$ cat src/rtl/servo_pkg.sv
// servo_pkg: shared timing/limit constants, types and clamp helper for the servo PWM sequencer
package servo_pkg;
    localparam int TICK_DIV  = 100;
    localparam int FRAME_US  = 20000;
    localparam int MIN_US    = 1250;
    localparam int MAX_US    = 1750;
    localparam int CENTER_US = 1500;
    localparam int STEP_US   = 10;
    typedef logic [10:0] us_t;
    typedef enum logic [1:0] {IDLE, HIGH, LOW} state_t;
    function automatic us_t clamp_us(us_t v, us_t lo, us_t hi);
        return v < lo ? lo : v > hi ? hi : v;
    endfunction
endpackage

$ cat src/rtl/servo_pwm_sequencer_if.sv
// servo_pwm_sequencer_if: target/enable inputs and PWM status outputs of the sequencer
interface servo_pwm_sequencer_if;
    import servo_pkg::*;
    us_t  target_us;
    logic target_valid;
    logic enable;
    logic pwm_out;
    us_t  cur_us;
    logic frame_start;
    logic at_target;
    modport master (output target_us, target_valid, enable, input pwm_out, cur_us, frame_start, at_target);
    modport slave  (input target_us, target_valid, enable, output pwm_out, cur_us, frame_start, at_target);
endinterface

$ cat src/rtl/servo_pwm_sequencer_tick.sv
// us_tick_gen: prescaler counting 0..DIV-1, tick on the wrap cycle, held at 0 while clr
module us_tick_gen #(
    parameter int DIV = 100
) (
    input  logic clk,
    input  logic rst,
    input  logic clr,
    output logic tick
);
    localparam int W = DIV > 1 ? $clog2(DIV) : 1;
    logic [W-1:0] cnt;
    assign tick = !clr && int'(cnt) == DIV - 1;
    always_ff @(posedge clk)
        cnt <= (rst || clr || tick) ? '0 : cnt + 1'b1;
endmodule

$ cat src/rtl/servo_pwm_sequencer.sv
// servo_pwm_sequencer: framed servo PWM with clamped target and per-frame slew limiting
module servo_pwm_sequencer #(
    parameter int TICK_DIV  = servo_pkg::TICK_DIV,
    parameter int FRAME_US  = servo_pkg::FRAME_US,
    parameter int MIN_US    = servo_pkg::MIN_US,
    parameter int MAX_US    = servo_pkg::MAX_US,
    parameter int CENTER_US = servo_pkg::CENTER_US,
    parameter int STEP_US   = servo_pkg::STEP_US
) (
    input logic clk,
    input logic rst,
    servo_pwm_sequencer_if.slave bus
);
    import servo_pkg::*;
    localparam int FW = FRAME_US > 1 ? $clog2(FRAME_US) : 1;
    localparam logic signed [11:0] S = 12'(STEP_US);
    state_t state, nxt;
    logic tick, clr, fwrap, hit, start;
    logic [FW-1:0] fcnt;
    us_t tgt, cur_n;
    logic signed [11:0] diff, step;
    assign clr = state == IDLE;
    us_tick_gen #(.DIV(TICK_DIV)) u_tick (.clk, .rst, .clr, .tick);
    always_comb begin
        fwrap = tick && int'(fcnt) == FRAME_US - 1;
        // end the pulse on the tick that carries the frame count up to cur_us
        hit = tick && int'(fcnt) + 1 == int'(bus.cur_us);
        nxt = state == IDLE ? (bus.enable ? HIGH : IDLE) :
              state == HIGH ? (hit ? LOW : HIGH) :
              fwrap ? (bus.enable ? HIGH : IDLE) : LOW;
        start = nxt == HIGH && state != HIGH;
        diff = $signed({1'b0, tgt}) - $signed({1'b0, bus.cur_us});
        step = diff > S ? S : diff < -S ? -S : diff;
        cur_n = us_t'($signed({1'b0, bus.cur_us}) + step);
    end
    always_ff @(posedge clk) begin
        if (rst) begin
            state           <= IDLE;
            fcnt            <= '0;
            tgt             <= us_t'(CENTER_US);
            bus.cur_us      <= us_t'(CENTER_US);
            bus.pwm_out     <= 1'b0;
            bus.frame_start <= 1'b0;
            bus.at_target   <= 1'b1;
        end else begin
            state           <= nxt;
            fcnt            <= (clr || fwrap) ? '0 : tick ? fcnt + 1'b1 : fcnt;
            bus.pwm_out     <= nxt == HIGH;
            bus.frame_start <= start;
            bus.at_target   <= bus.cur_us == tgt;
            if (start) bus.cur_us <= cur_n;
            if (bus.target_valid) tgt <= clamp_us(bus.target_us, us_t'(MIN_US), us_t'(MAX_US));
        end
    end
endmodule

$ cat src/flat_wrapper.sv
// flat-port wrapper written by rule: the top's interface ports become plain ports
module servo_pwm_sequencer_flat import servo_pkg::*;
#(
    parameter int TICK_DIV  = servo_pkg::TICK_DIV,
    parameter int FRAME_US  = servo_pkg::FRAME_US,
    parameter int MIN_US    = servo_pkg::MIN_US,
    parameter int MAX_US    = servo_pkg::MAX_US,
    parameter int CENTER_US = servo_pkg::CENTER_US,
    parameter int STEP_US   = servo_pkg::STEP_US
)
  (clk, rst, bus_target_us, bus_target_valid, bus_enable, bus_pwm_out, bus_cur_us, bus_frame_start, bus_at_target);
  servo_pwm_sequencer_if bus_i ();
  input logic clk;
  input logic rst;
  input wire logic [$bits(bus_i.target_us)-1:0] bus_target_us;
  input wire logic [$bits(bus_i.target_valid)-1:0] bus_target_valid;
  input wire logic [$bits(bus_i.enable)-1:0] bus_enable;
  output wire logic [$bits(bus_i.pwm_out)-1:0] bus_pwm_out;
  output wire logic [$bits(bus_i.cur_us)-1:0] bus_cur_us;
  output wire logic [$bits(bus_i.frame_start)-1:0] bus_frame_start;
  output wire logic [$bits(bus_i.at_target)-1:0] bus_at_target;
  assign bus_i.target_us = bus_target_us;
  assign bus_i.target_valid = bus_target_valid;
  assign bus_i.enable = bus_enable;
  assign bus_pwm_out = bus_i.pwm_out;
  assign bus_cur_us = bus_i.cur_us;
  assign bus_frame_start = bus_i.frame_start;
  assign bus_at_target = bus_i.at_target;
  servo_pwm_sequencer #(.TICK_DIV(TICK_DIV), .FRAME_US(FRAME_US), .MIN_US(MIN_US), .MAX_US(MAX_US), .CENTER_US(CENTER_US), .STEP_US(STEP_US)) u_core (.clk(clk), .rst(rst), .bus(bus_i));
endmodule
$ cat config.mk
export PLATFORM = sky130hd
export DESIGN_NAME = servo_pwm_sequencer_flat
export DESIGN_NICKNAME = d
export VERILOG_FILES = /design/src/rtl/servo_pkg.sv /design/src/rtl/servo_pwm_sequencer_if.sv /design/src/rtl/servo_pwm_sequencer_tick.sv /design/src/rtl/servo_pwm_sequencer.sv /design/src/flat_wrapper.sv
export SDC_FILE = /design/constraint.sdc
export NUM_CORES = 1
export LEC_CHECK = 0
export BUFFER_PORTS_ARGS = -buffer_cell sky130_fd_sc_hd__buf_2
export CORE_MARGIN = 3
export CORE_UTILIZATION = 55
export CTS_CLUSTER_SIZE = 25
export DETAILED_ROUTE_END_ITERATION = 8
export PLACE_DENSITY = 0.73
export SLEW_MARGIN = 15
export SYNTH_ARGS = -nofsm -noshare
export SYNTH_HDL_FRONTEND = slang
export SYNTH_HIERARCHICAL = 1
export SYNTH_SLANG_ARGS = --single-unit
export TNS_END_PERCENT = 50
$ cat constraint.sdc
create_clock -name clk -period 4.63 [get_ports clk]
set_clock_uncertainty 0.15 [all_clocks]
set_input_delay 0.926 -clock clk [delete_from_list [all_inputs] [get_ports clk]]
set_output_delay 0.926 -clock clk [all_outputs]
set_load 0.01 [all_outputs]
### After elaboration in Yosys (flattened, before gate mapping)

Index checks and enable logic that the tools add are counted.

| operators by class | value |
|---|---|
| equality and inequality tests | 7 |
| $add $sub $neg | 5 |
| shifts and indexed selects | 0 |
| bitwise operators | 0 |
| reductions and logical operators | 10 |
| order comparisons | 4 |
| muxes and demuxes | 9 |
| multipliers | 0 |
| div/mod/pow operators | 0 |

Operators with widths:

| operator | count |
|---|---|
| $mux W11 | 4 |
| $eq A32 B12 Y1 | 1 |
| $add A15 B1 Y16 const B | 1 |
| $add A15 B1 Y15 const B | 1 |
| $eq A15 B15 Y1 const B | 1 |
| $gt A12 B5 Y1 const B | 1 |
| $lt A12 B5 Y1 const B | 1 |
| $sub A11 B11 Y12 | 1 |
| $add A11 B11 Y11 | 1 |
| $eq A11 B11 Y1 | 1 |
| $gt A11 B11 Y1 const B | 1 |
| $lt A11 B11 Y1 const B | 1 |
| $mux W2 | 4 |
| $add A7 B1 Y7 const B | 1 |
| $eq A7 B6 Y1 const B | 1 |
| $eq A2 B1 Y1 const B | 2 |
| $logic_and A1 B1 Y1 | 4 |
| $logic_or A1 B1 Y1 | 3 |
| $logic_not A2 Y1 | 1 |
| $ne A2 B1 Y1 const B | 1 |
| $reduce_or A2 Y1 | 1 |
| $logic_not A1 Y1 | 1 |
| $mux W1 | 1 |

| storage, ports and cells | value |
|---|---|
| register bits | 49 |
| bits in latches | 0 |
| RAM bits | 0 |
| bits in read-only memories | 0 |
| memories | 0 |

### Logic depth before layout (Yosys ltp)

Gate-level depths: netlist of run 1.

| depth | value |
|---|---|
| depth after elaboration | 9 |
| depth in mapped cells | 20 |

### By module

Netlist of run 1, hierarchy kept.

By module, submodules not included:

| module | instances | cells an instance | area each (sq um) | sequential area each (sq um) |
|---|---|---|---|---|
| servo_pwm_sequencer | 1 | 398 | 3291.9 | 840.8 |
| us_tick_gen | 1 | 32 | 312.8 | 140.1 |

### Least setup slack after synthesis of run 1

Ideal clock, no wire load.

| path | value |
|---|---|
| kind | register to register |
| from | reg u_core.bus.cur_us[1] |
| to | reg u_core.bus.cur_us[10] |
| cell stages (with the launch flop) | 19 |
| clock period less this slack | 4.468 ns |
| arrival | 4.191 ns |
| data required time | 4.353 ns |
| slack | 0.162 ns |
| cell sequence | dfxtp_1 > inv_1 > ha_1 > nor2b_1 > o31ai_2 > and2_0 > clkbuf_1 > o2111a_1 > nand4_1 > or4_1 > a21o_1 > fa_1 > a21o_1 > nand3_1 > nand2_1 > a41oi_1 > xor2_1 > o21a_1 > or3_1 |

| on the way | value |
|---|---|
| longest elaborated chain between the ends | 7 |
| elaborated cells on any way between the ends | 13 |
| those cells by class | 2 x add/sub; 2 x order compare; 2 x eq/ne; 5 x mux; 2 x reduce/logical |

RTL lines:

| item | line | source |
|---|---|---|
| start: declaration | servo_pwm_sequencer_if.sv:12 | `modport slave (input target_us, target_valid, enable, output pwm_out, cur_us, frame_start, at_target);` |
| start signal: assignment | servo_pwm_sequencer.sv:41 | `bus.cur_us <= us_t'(CENTER_US);` |
| start signal: assignment | servo_pwm_sequencer.sv:51 | `if (start) bus.cur_us <= cur_n;` |
| parallel branches: the longest is 7 deep, another holds $sub A11 B11 Y12 | -- |  |

Several ways; the timed one is not identified.
A chain may end at the register's enable or synchronous reset.

### Worst setup path after layout of run 1

Same ends and word-level chain as after synthesis.

==> flow_summary.yaml, run 1 <==
sta:
  final-setup-viol-count: 0
  final.min_clock_period_ps: 4380
  final.setup.tns_ps: 0
  drv_slew: 0
  hold_viol: 0
  post-route-period-util_pct: 94.5
  fmax_mhz: 229
  worst_slew_pin_slew_ps: 853
  slew_headroom_pct: 43.1
final_layout:
  drive_gt1_share_pct: 18.4
  final_cells: 537
  fin_nets: 501
  insertedDiodeCount: 0
  fill_cells: 563
  syn_to_final_growth_pct: 10.7
critical_path:
  reg2regPathDepth: 17
  required_ps: 4680
  r2r_slack_ps: 250
  timing.rr.start: "u_core/bus.cur_us[1]$_SDFFE_PP0P_"
  crit_fanout: 3
  setup.worst_path.class: "flip-flop to flip-flop"
  crit_path_end_kind: "flip-flop"
  r2r-end: "u_core/bus.cur_us[10]$_SDFFE_PP1P_"
  crit_arrival_ps: 4420
  crit_path_start_kind: "flip-flop"
worst_hold_path:
  hold_path_end: "u_core/u_tick/cnt[0]$_SDFF_PP0_"
  hold_path_class: "flip-flop to flip-flop"
  hold_start: "u_core/u_tick/cnt[0]$_SDFF_PP0_"
  min_path_cells: 1
logic_synthesis:
  async_reset_ff_share_pct: 0
  synth_cells: 430
  syn-cell-area_sq_um: 3600
  synth_nets: 470
  synth-edff-count: 0
  yosys_warnings: 6
  ys_ff_latch: 49
  ys_types: 70
  syn_avg_cell_area_sq_um: 8.38
  seq_area_frac_synth_pct: 27.2
  synthFlopType: "dfxtp_1"
drt:
  drcViolationCount: 0
  drtAntennaViolNets: 0
  first_pass_iters: 4
  post_drt_wl_per_cell_um: 15.8
  first_iter_violations: 182
  routed_via_density: 5.84
  vias: 3136
  wl_mm: 8.47
placed_design:
  place_inst: 527
  place.gp.congestion: 0.920
  port_buffers: 28
  hpwl_mm: 6.43
flow_run:
  cap_violations: 0
global_routing:
  track_usage_pct: 23.0
  grt_start_max_net_pins: 31
  grt_pass1_wl_mm: 14.0
  antenna_found_initial: 0
  grt-ovfl-total: 0
  grt_pass1_vias: 2903
clocking:
  clk_pin_slew_ps: 90
  clkLatencyLatePin_ps: 300
  cts_buffers: 5
  ctsHoldBuffers: 0
  numClockSinks: 49
  htree_levels: 2
  cts_tree: "built"
  cts_root_buffer: "clkbuf_8"
  cts.path.max_buffers: 2
power_and_ir_drop:
  p_leak_nw: 1.67
  p_per_area_nw_per_um2: 612
  vdd_drop_max_mv: 0.378
die:
  start_util_pct: 58.8
  die_h_um: 87.0
  pin_count: 29
  rows: 28
  dieArea_sq_um: 7560
  core_area_sq_um: 6130
  die_w_um: 87.0
status:
  status: "completed"
-- through the flow --
step	power [mW]	setup slack (ps)	hold WS, ps	util, %	instance area (sq um)
after global placement	1.98	60.9	280	61.7	3780
after global routing	2.66	-39.6	325	65.1	3990
after detailed placement	2.00	-6.31	289	61.7	3780
final	2.44	255	298	65.1	3990
after CTS	2.35	23.7	302	63.7	3900
after floorplan	1.66	162	263	-	3600
-- synth_stat cells, types with 4 or more instances --
library cell,n,area (sq um)
o211ai_1,4,30.0
xor2_1,24,210
nand2b_1,9,56.3
o21a_1,12,90.1
xnor2_1,25,219
ha_1,23,288
a21oi_1,21,105
nor3_1,11,55.1
buf_4,5,37.5
nand2_1,28,105
a21o_1,12,90.1
nor3b_1,4,30.0
a211o_1,8,70.1
nand4_1,11,68.8
o21ai_0,9,45.0
inv_1,19,71.3
nand3_1,16,80.1
dfxtp_1,49,981
mux2i_1,5,50.1
clkbuf_1,7,26.3
nor4_1,7,43.8
nor2_1,52,195
-- state kept, by name, summed over array words and instances (netlist names) --
name	count
u_core/bus.at_target	1
u_core/fcnt	15
u_core/bus.frame_start	1
u_core/tgt	11
u_core/state	2
u_core/bus.cur_us	11
u_core/bus.pwm_out	1
u_core/u_tick/cnt	7
-- cell families (layout without fill, tap and decap cells) --
group,after synthesis,count (layout),synth area share (%)
fa+ha+maj,25,25,9.09
flops,49,49,27.2
xor+xnor,49,49,11.9
compound gates,96,96,19.3
buf+inv,39,71,6.46
mux,6,6,1.80
simple gates,166,166,24.3
-- repair_timing --
action | 4_1_cts | 5_1_grt
setup endpoints to repair | 1 | 4
hold endpoints to repair | 0 | 0
setup buffers | 0 | 2
resized for setup | 1 | 16
pin swaps | 0 | 9
-- cells in the final DEF, fill, tap and decap left out, types with 3 or more instances in the layout --
| cell | instances |
|---|---|
| a211o_1 | 8 |
| a21o_1 | 12 |
| a21oi_1 | 20 |
| a221o_1 | 3 |
| and3_1 | 3 |
| buf_2 | 28 |
| buf_4 | 16 |
| clkbuf_8 | 6 |
| dfxtp_1 | 46 |
| dfxtp_2 | 3 |
| ha_1 | 22 |
| inv_1 | 19 |
| mux2i_1 | 5 |
| nand2_1 | 27 |
| nand2b_1 | 9 |
| nand3_1 | 16 |
| nand4_1 | 11 |
| nor2_1 | 52 |
| nor3_1 | 11 |
| nor3b_1 | 4 |
| nor4_1 | 7 |
| o211ai_1 | 4 |
| o21a_1 | 12 |
| o21ai_0 | 9 |
| o22ai_1 | 3 |
| or3_1 | 3 |
| xnor2_1 | 24 |
| xor2_1 | 24 |
-- final cells by class --
class,count,area [sq um],share of cell area (%)
Multi-Input combinational cell,342,2460,61.8
Sequential cell,49,985,24.7
Timing Repair Buffer,44,260,6.52
Tap cell,75,93.8,2.35
Clock buffer,7,86.3,2.16
Inverter,19,71.3,1.79
Clock inverter,1,30.0,0.752
-- worst max path at each step --
stage,cells after the start,from,slack (ps),endpoint
after global routing,17,u_core/bus.cur_us[1]$_SDFFE_PP0P_,-40,u_core/bus.cur_us[10]$_SDFFE_PP1P_
after floorplan,18,u_core/bus.cur_us[1]$_SDFFE_PP0P_,160,u_core/bus.cur_us[10]$_SDFFE_PP1P_
after detailed placement,17,u_core/bus.cur_us[2]$_SDFFE_PP1P_,-6,u_core/bus.cur_us[10]$_SDFFE_PP1P_
after global placement,17,u_core/bus.cur_us[2]$_SDFFE_PP1P_,60,u_core/bus.cur_us[10]$_SDFFE_PP1P_
final,17,u_core/bus.cur_us[1]$_SDFFE_PP0P_,250,u_core/bus.cur_us[10]$_SDFFE_PP1P_
after CTS,17,u_core/bus.cur_us[1]$_SDFFE_PP0P_,20,u_core/bus.cur_us[10]$_SDFFE_PP1P_
-- worst max-delay path, stage by stage (launching register included) --
cell and delay [ps]:
dfxtp_2 340, inv_1 80, ha_1 300, nor2b_2 190, o21ai_0 160, or3b_4 410, a311oi_2 280, nand4_1 160
or4_4 450, a21o_1 220, fa_2 350, a21o_1 200, nand3_1 110, nand2_2 70, a41oi_2 190, xor2_1 230
nor3_1 70, or3_1 320
-- report_power, final --
group          switching (mW)  leakage (nW)  internal [mW]
clock network           0.146        0.0585          0.176
logic                   0.879          1.21          0.752
registers              0.0306         0.401          0.460
total                    1.06          1.67           1.39
-- layer usage --
metal | track usage [%] | vias up | share of wire, %
met3 | 3.41 | 9 | 5.8
met2 | 36.0 | 72 | 44
met1 | 33.3 | 1450 | 49
li1 | - | 1605 | -
met4 | 5.24 | 0 | 1.2
met5 | 0 | - | 0
Note: power is estimated with default switching activity, not from simulation.
==> run 2: changes to the inputs <==
--- a/config.mk
+++ b/config.mk
@@ -11,6 +11,7 @@
 export CTS_CLUSTER_SIZE = 25
 export DETAILED_ROUTE_END_ITERATION = 8
 export PLACE_DENSITY = 0.73
+export SETUP_SLACK_MARGIN = 0.5
 export SLEW_MARGIN = 15
 export SYNTH_ARGS = -nofsm -noshare
 export SYNTH_HDL_FRONTEND = slang
==> flow_summary.yaml, run 2 (synthesized netlist as in run 1, its figures left out) <==
drt:
  drtAntennaViolNets: 0
  first_iter_violations: 182
  drcViolationCount: 0
  routed_via_density: 6.08
  first_pass_iters: 6
  wl_mm: 8.67
  vias: 3291
  post_drt_wl_per_cell_um: 16.0
power_and_ir_drop:
  p_clk_share_pct: 12.7
  p_int_mw: 1.44
  swShare_pct: 44.2
  p_leak_nw: 1.70
  switchingPower_mw: 1.15
  p_per_area_nw_per_um2: 620
  combPwrFrac_pct: 67.2
  vdd_drop_max_mv: 0.524
  power_frac_seq_pct: 20.0
sta:
  fin_hold_ws_ps: 304
  fmax_mhz: 239
  hold_viol: 0
  grt_setup_unrepaired: "yes"
  post-route-period-util_pct: 90.4
  final.setup.tns_ps: 0
  slew_headroom_pct: 41.9
  final.min_clock_period_ps: 4180
  drv_slew: 0
  final-setup-viol-count: 0
  worst_slew_pin_slew_ps: 860
global_routing:
  grt_pass1_vias: 2914
  track_usage_pct: 23.3
  grt-ovfl-total: 0
  antenna_found_initial: 0
  grt_start_max_net_pins: 31
  grt_pass1_wl_mm: 14.2
die:
  die_h_um: 87.0
  core_area_sq_um: 6130
  pin_count: 29
  die_w_um: 87.0
  rows: 28
  dieArea_sq_um: 7560
  start_util_pct: 58.8
clocking:
  cts_root_buffer: "clkbuf_8"
  cts.path.max_buffers: 2
  cts_tree: "built"
  ctsHoldBuffers: 0
  numClockSinks: 49
  htree_levels: 2
  clkLatencyLatePin_ps: 320
  cts_buffers: 5
  clk_pin_slew_ps: 100
final_layout:
  largest_register_ffs: 15
  syn_to_final_growth_pct: 15.8
  final_core_util_pct: 68.1
  insertedDiodeCount: 0
  top_regs: "u_core/fcnt (15), u_core/bus.cur_us (11), u_core/tgt (11)"
  fill_cells: 489
  final_cell_mix: "51 x nor2_1, 38 x dfxtp_1, 28 x buf_2"
  drive_gt1_share_pct: 25.5
  final_common_cell: "nor2_1"
  fin_nets: 505
  top_register: "u_core/fcnt"
critical_path:
  crit_fanout: 5
  slowest_stage: "or4_4"
  setup.worst_path.class: "flip-flop to flip-flop"
  slowest_delay_ps: 460
  crit_path_start_kind: "flip-flop"
  r2r_slack_ps: 450
  crit_arrival_ps: 4240
  critical_path.most_common_cell: "ha_4"
  required_ps: 4690
  crit_chain: "inv_1 > ha_4 > and2_4 > a221oi_2 > buf_4 > a21oi_1 > o211ai_1 > nand4_1 > or4_4 > a21oi_4 > ha_4 > fa_2 > a21o_1 > nand3_2 > nand2_2 > a41oi_2 > xor2_1 > o21a_1 > or3_1"
  crit_path_end_kind: "flip-flop"
worst_hold_path:
  hold_path_class: "flip-flop to flip-flop"
placed_design:
  hpwl_mm: 6.17
  port_buffers: 28
  place.gp.congestion: 0.922
flow_run:
  cap_violations: 0
status:
  status: "completed"
run 2: cell count changes in the layout (fill, tap and decap cells not counted), sizes merged:
cell	delta
buf	+4
clkinvlp	+1
clkbuf	-2
inv	+1
run 2: through the flow:
step | cells | instance area, sq um | total power, mW | worst slack, ps
final | 541 | 4180 | 2.59 | 446
after floorplan | 430 | 3710 | 1.71 | 503
after global placement | 516 | 3790 | 1.97 | 180
after global routing | 541 | 4180 | 2.78 | 271
after CTS | 535 | 4100 | 2.46 | 406
after detailed placement | 516 | 3790 | 1.99 | 148
run 2: worst paths after layout:
check / startpoint / end / cells past startpoint
setup / recovery: u_core/bus.cur_us[4]$_SDFFE_PP1P_ / u_core/bus.cur_us[10]$_SDFFE_PP1P_ / 19
hold / removal: u_core/u_tick/cnt[0]$_SDFF_PP0_ / u_core/u_tick/cnt[0]$_SDFF_PP0_ / 1
setup reg to reg: u_core/bus.cur_us[4]$_SDFFE_PP1P_ / u_core/bus.cur_us[10]$_SDFFE_PP1P_ / 19
hold reg to reg: u_core/u_tick/cnt[0]$_SDFF_PP0_ / u_core/u_tick/cnt[0]$_SDFF_PP0_ / 1
run 2: critical path: cells and delay by family, from the launching register on:
family / cells / cell delay [ps]
flip-flops: 1 / 380
XOR/XNOR: 1 / 190
adder cells (fa/ha/maj): 3 / 640
AO/OA/AOI/OAI: 7 / 1210
AND/OR/NAND/NOR: 6 / 1270
buffers and inverters: 2 / 240
run 2: layout make-up:
cell class	instances	area, sq um	area share, %
repair buffers	48	290	6.95
clock buffers	5	68.8	1.65
multi-input cells	342	2590	62.1
inverters	19	71.3	1.71
well taps	75	93.8	2.25
clock inverters	3	48.8	1.17
flip-flops and latches	49	1010	24.2
run 2: power by group through the flow:
stage                     Combinational, mW  Clock (mW)  Sequential, mW
after global placement                 1.45           0           0.525
after CTS                              1.61       0.337           0.519
after global routing                   1.90       0.356           0.524
final                                  1.74       0.330           0.518
after floorplan                        1.19           0           0.526
after detailed placement               1.46           0           0.527
run 2: what timing repair did:
item / in CTS / in global routing
endpoints found under the setup margin: 8 / 7
hold endpoints to repair: 0 / 0
pin swaps: 20 / 17
resized for setup: 26 / 9
setup buffers: 11 / 6
run 2: metal layers:
metal	wire [um]	GRT usage, %
met3	474	3.50
met1	4200	33.1
met4	172	7.22
met2	3820	36.1
met5	0	0
==> run 3: changes to the inputs <==
--- a/config.mk
+++ b/config.mk
@@ -7,10 +7,10 @@
 export LEC_CHECK = 0
 export BUFFER_PORTS_ARGS = -buffer_cell sky130_fd_sc_hd__buf_2
 export CORE_MARGIN = 3
-export CORE_UTILIZATION = 55
+export CORE_UTILIZATION = 30
 export CTS_CLUSTER_SIZE = 25
 export DETAILED_ROUTE_END_ITERATION = 8
-export PLACE_DENSITY = 0.73
+export PLACE_DENSITY = 0.43
 export SETUP_SLACK_MARGIN = 0.5
 export SLEW_MARGIN = 15
 export SYNTH_ARGS = -nofsm -noshare
==> flow_summary.yaml, run 3 (synthesized netlist as in run 1, its figures left out) <==
final_layout:
  final_cell_mix: "51 x nor2_1, 40 x dfxtp_1, 28 x buf_2"
  largest_register_ffs: 15
  top_regs: "u_core/fcnt (15), u_core/bus.cur_us (11), u_core/tgt (11)"
  syn_to_final_growth_pct: 19.6
  fill_cells: 1209
  insertedDiodeCount: 0
  fin_nets: 505
  final_core_util_pct: 37.3
  top_register: "u_core/fcnt"
  final_common_cell: "nor2_1"
  drive_gt1_share_pct: 25.8
drt:
  first_pass_iters: 4
  first_iter_violations: 129
  met1_length_mm: 5.02
  route.met2.wl_mm: 3.94
  drcViolationCount: 0
  vias: 3135
  route.met3.wl_um: 362
  wl_mm: 9.41
  drtAntennaViolNets: 0
  highest_layer: "met4"
  post_drt_wl_per_cell_um: 15.5
  routed_via_density: 5.15
worst_hold_path:
  hold_path_class: "flip-flop to flip-flop"
  min_path_cells: 1
power_and_ir_drop:
  p_int_mw: 1.52
  combPwrFrac_pct: 66.1
  power_frac_seq_pct: 18.8
  switchingPower_mw: 1.15
  vdd_drop_max_mv: 0.279
  p_per_area_nw_per_um2: 619
  p_clk_share_pct: 15.1
  p_leak_nw: 1.72
  swShare_pct: 43.0
critical_path:
  reg2regPathDepth: 18
  crit_arrival_ps: 4200
  crit_path_start_kind: "flip-flop"
  r2r-end: "u_core/bus.cur_us[10]$_SDFFE_PP1P_"
  required_ps: 4660
  endpoint: "u_core/bus.cur_us[10]$_SDFFE_PP1P_"
  crit_path_end_kind: "flip-flop"
  critical_path.startpoint: "u_core/bus.cur_us[0]$_SDFFE_PP0P_"
  setup.worst_path.class: "flip-flop to flip-flop"
  r2r_slack_ps: 460
  timing.rr.start: "u_core/bus.cur_us[0]$_SDFFE_PP0P_"
  crit_fanout: 3
global_routing:
  track_usage_pct: 14.6
  grt_start_max_net_pins: 31
  antenna_found_initial: 0
  grt_pass1_wl_mm: 15.3
  grt_pass1_vias: 2944
  grt-ovfl-total: 0
sta:
  hold_viol: 0
  drv_slew: 0
  post-route-period-util_pct: 90.1
  fin_hold_ws_ps: 293
  fmax_mhz: 240
  grt_setup_unrepaired: "yes"
  final.setup.tns_ps: 0
  slew_headroom_pct: 45.0
  final-setup-viol-count: 0
  worst_slew_pin_slew_ps: 814
  final.min_clock_period_ps: 4170
  setup_slack_ps: 456
clocking:
  cts_tree: "built"
  htree_levels: 2
  cts_buffers: 5
  cts.path.max_buffers: 2
  cts_root_buffer: "clkbuf_16"
  numClockSinks: 49
  clk_pin_slew_ps: 70
  clkLatencyLatePin_ps: 300
die:
  die_h_um: 116
  core_area_sq_um: 11600
  pin_count: 29
  dieArea_sq_um: 13400
  die_w_um: 116
  rows: 39
  start_util_pct: 31.2
placed_design:
  place.gp.congestion: 0.884
  pre_cts_slack_ps: 83.6
  port_buffers: 28
  hpwl_mm: 7.18
status:
  status: "completed"
flow_run:
  cap_violations: 0
run 3: cell count changes in the layout (fill, tap and decap cells not counted), sizes merged:
cell / previous run / this run
bufinv: 1 / 0
clkinvlp: 1 / 0
clkbuf: 5 / 7
run 3: worst min path at each step:
stage	start	to	slack (ps)
floorplan	u_core/u_tick/cnt[0]$_SDFF_PP0_	u_core/u_tick/cnt[0]$_SDFF_PP0_	260
global placement	u_core/u_tick/cnt[0]$_SDFF_PP0_	u_core/u_tick/cnt[0]$_SDFF_PP0_	280
detailed placement	u_core/u_tick/cnt[0]$_SDFF_PP0_	u_core/u_tick/cnt[0]$_SDFF_PP0_	280
CTS	u_core/u_tick/cnt[0]$_SDFF_PP0_	u_core/u_tick/cnt[0]$_SDFF_PP0_	300
global route	u_core/tgt[10]$_SDFFE_PP1P_	u_core/tgt[10]$_SDFFE_PP1P_	330
finish	u_core/u_tick/cnt[0]$_SDFF_PP0_	u_core/u_tick/cnt[0]$_SDFF_PP0_	290
run 3: per-stage QoR:
step	instances	area, sq um	total power [mW]
after floorplan	430	3710	1.71
after global placement	590	3920	2.10
after detailed placement	590	3920	2.06
after CTS	605	4230	2.58
after global routing	609	4310	2.91
final	609	4310	2.67
run 3: layout make-up:
class	instances	area, sq um	share of cell area (%)
Inverter	19	71.3	1.65
Multi-Input combinational cell	342	2600	60.4
Clock inverter	1	8.76	0.203
Sequential cell	49	1010	23.4
Timing Repair Buffer	48	290	6.73
Tap cell	143	179	4.15
Clock buffer	7	153	3.54
run 3: metal layers:
layer  vias to the layer above  track usage [%]
li1                       1609                -
met1                      1463             21.9
met2                        57             21.1
met3                         6             3.24
met4                         0             3.25
met5                         -                0
run 3: power groups by stage:
| stage | clock network, mW | logic (mW) | registers, mW |
|---|---|---|---|
| floorplan | 0 | 1.19 | 0.526 |
| global placement | 0 | 1.58 | 0.512 |
| CTS | 0.416 | 1.65 | 0.505 |
| finish | 0.402 | 1.77 | 0.502 |
| detailed placement | 0 | 1.55 | 0.514 |
| global route | 0.437 | 1.97 | 0.510 |
run 3: worst max-delay path: stages (launching register included):
cell and delay, ps:
dfxtp_4 370, ha_4 150, inv_2 40, fa_2 340, a21o_1 220, nand3_2 100
a21o_1 160, a21oi_2 60, a31o_2 240, or4_4 530, a21o_1 210, fa_2 360
a21o_1 210, nand3_2 80, nand2_2 60, a41oi_2 150, xor2_1 110, o21a_1 170
or3_1 340
run 3: what timing repair did:
action                                  CTS  global route
pin swaps                                14            14
hold buffers                              0             0
endpoints found under the setup margin    8             7
gates resized for setup                  20            13
buffers inserted                          7             4
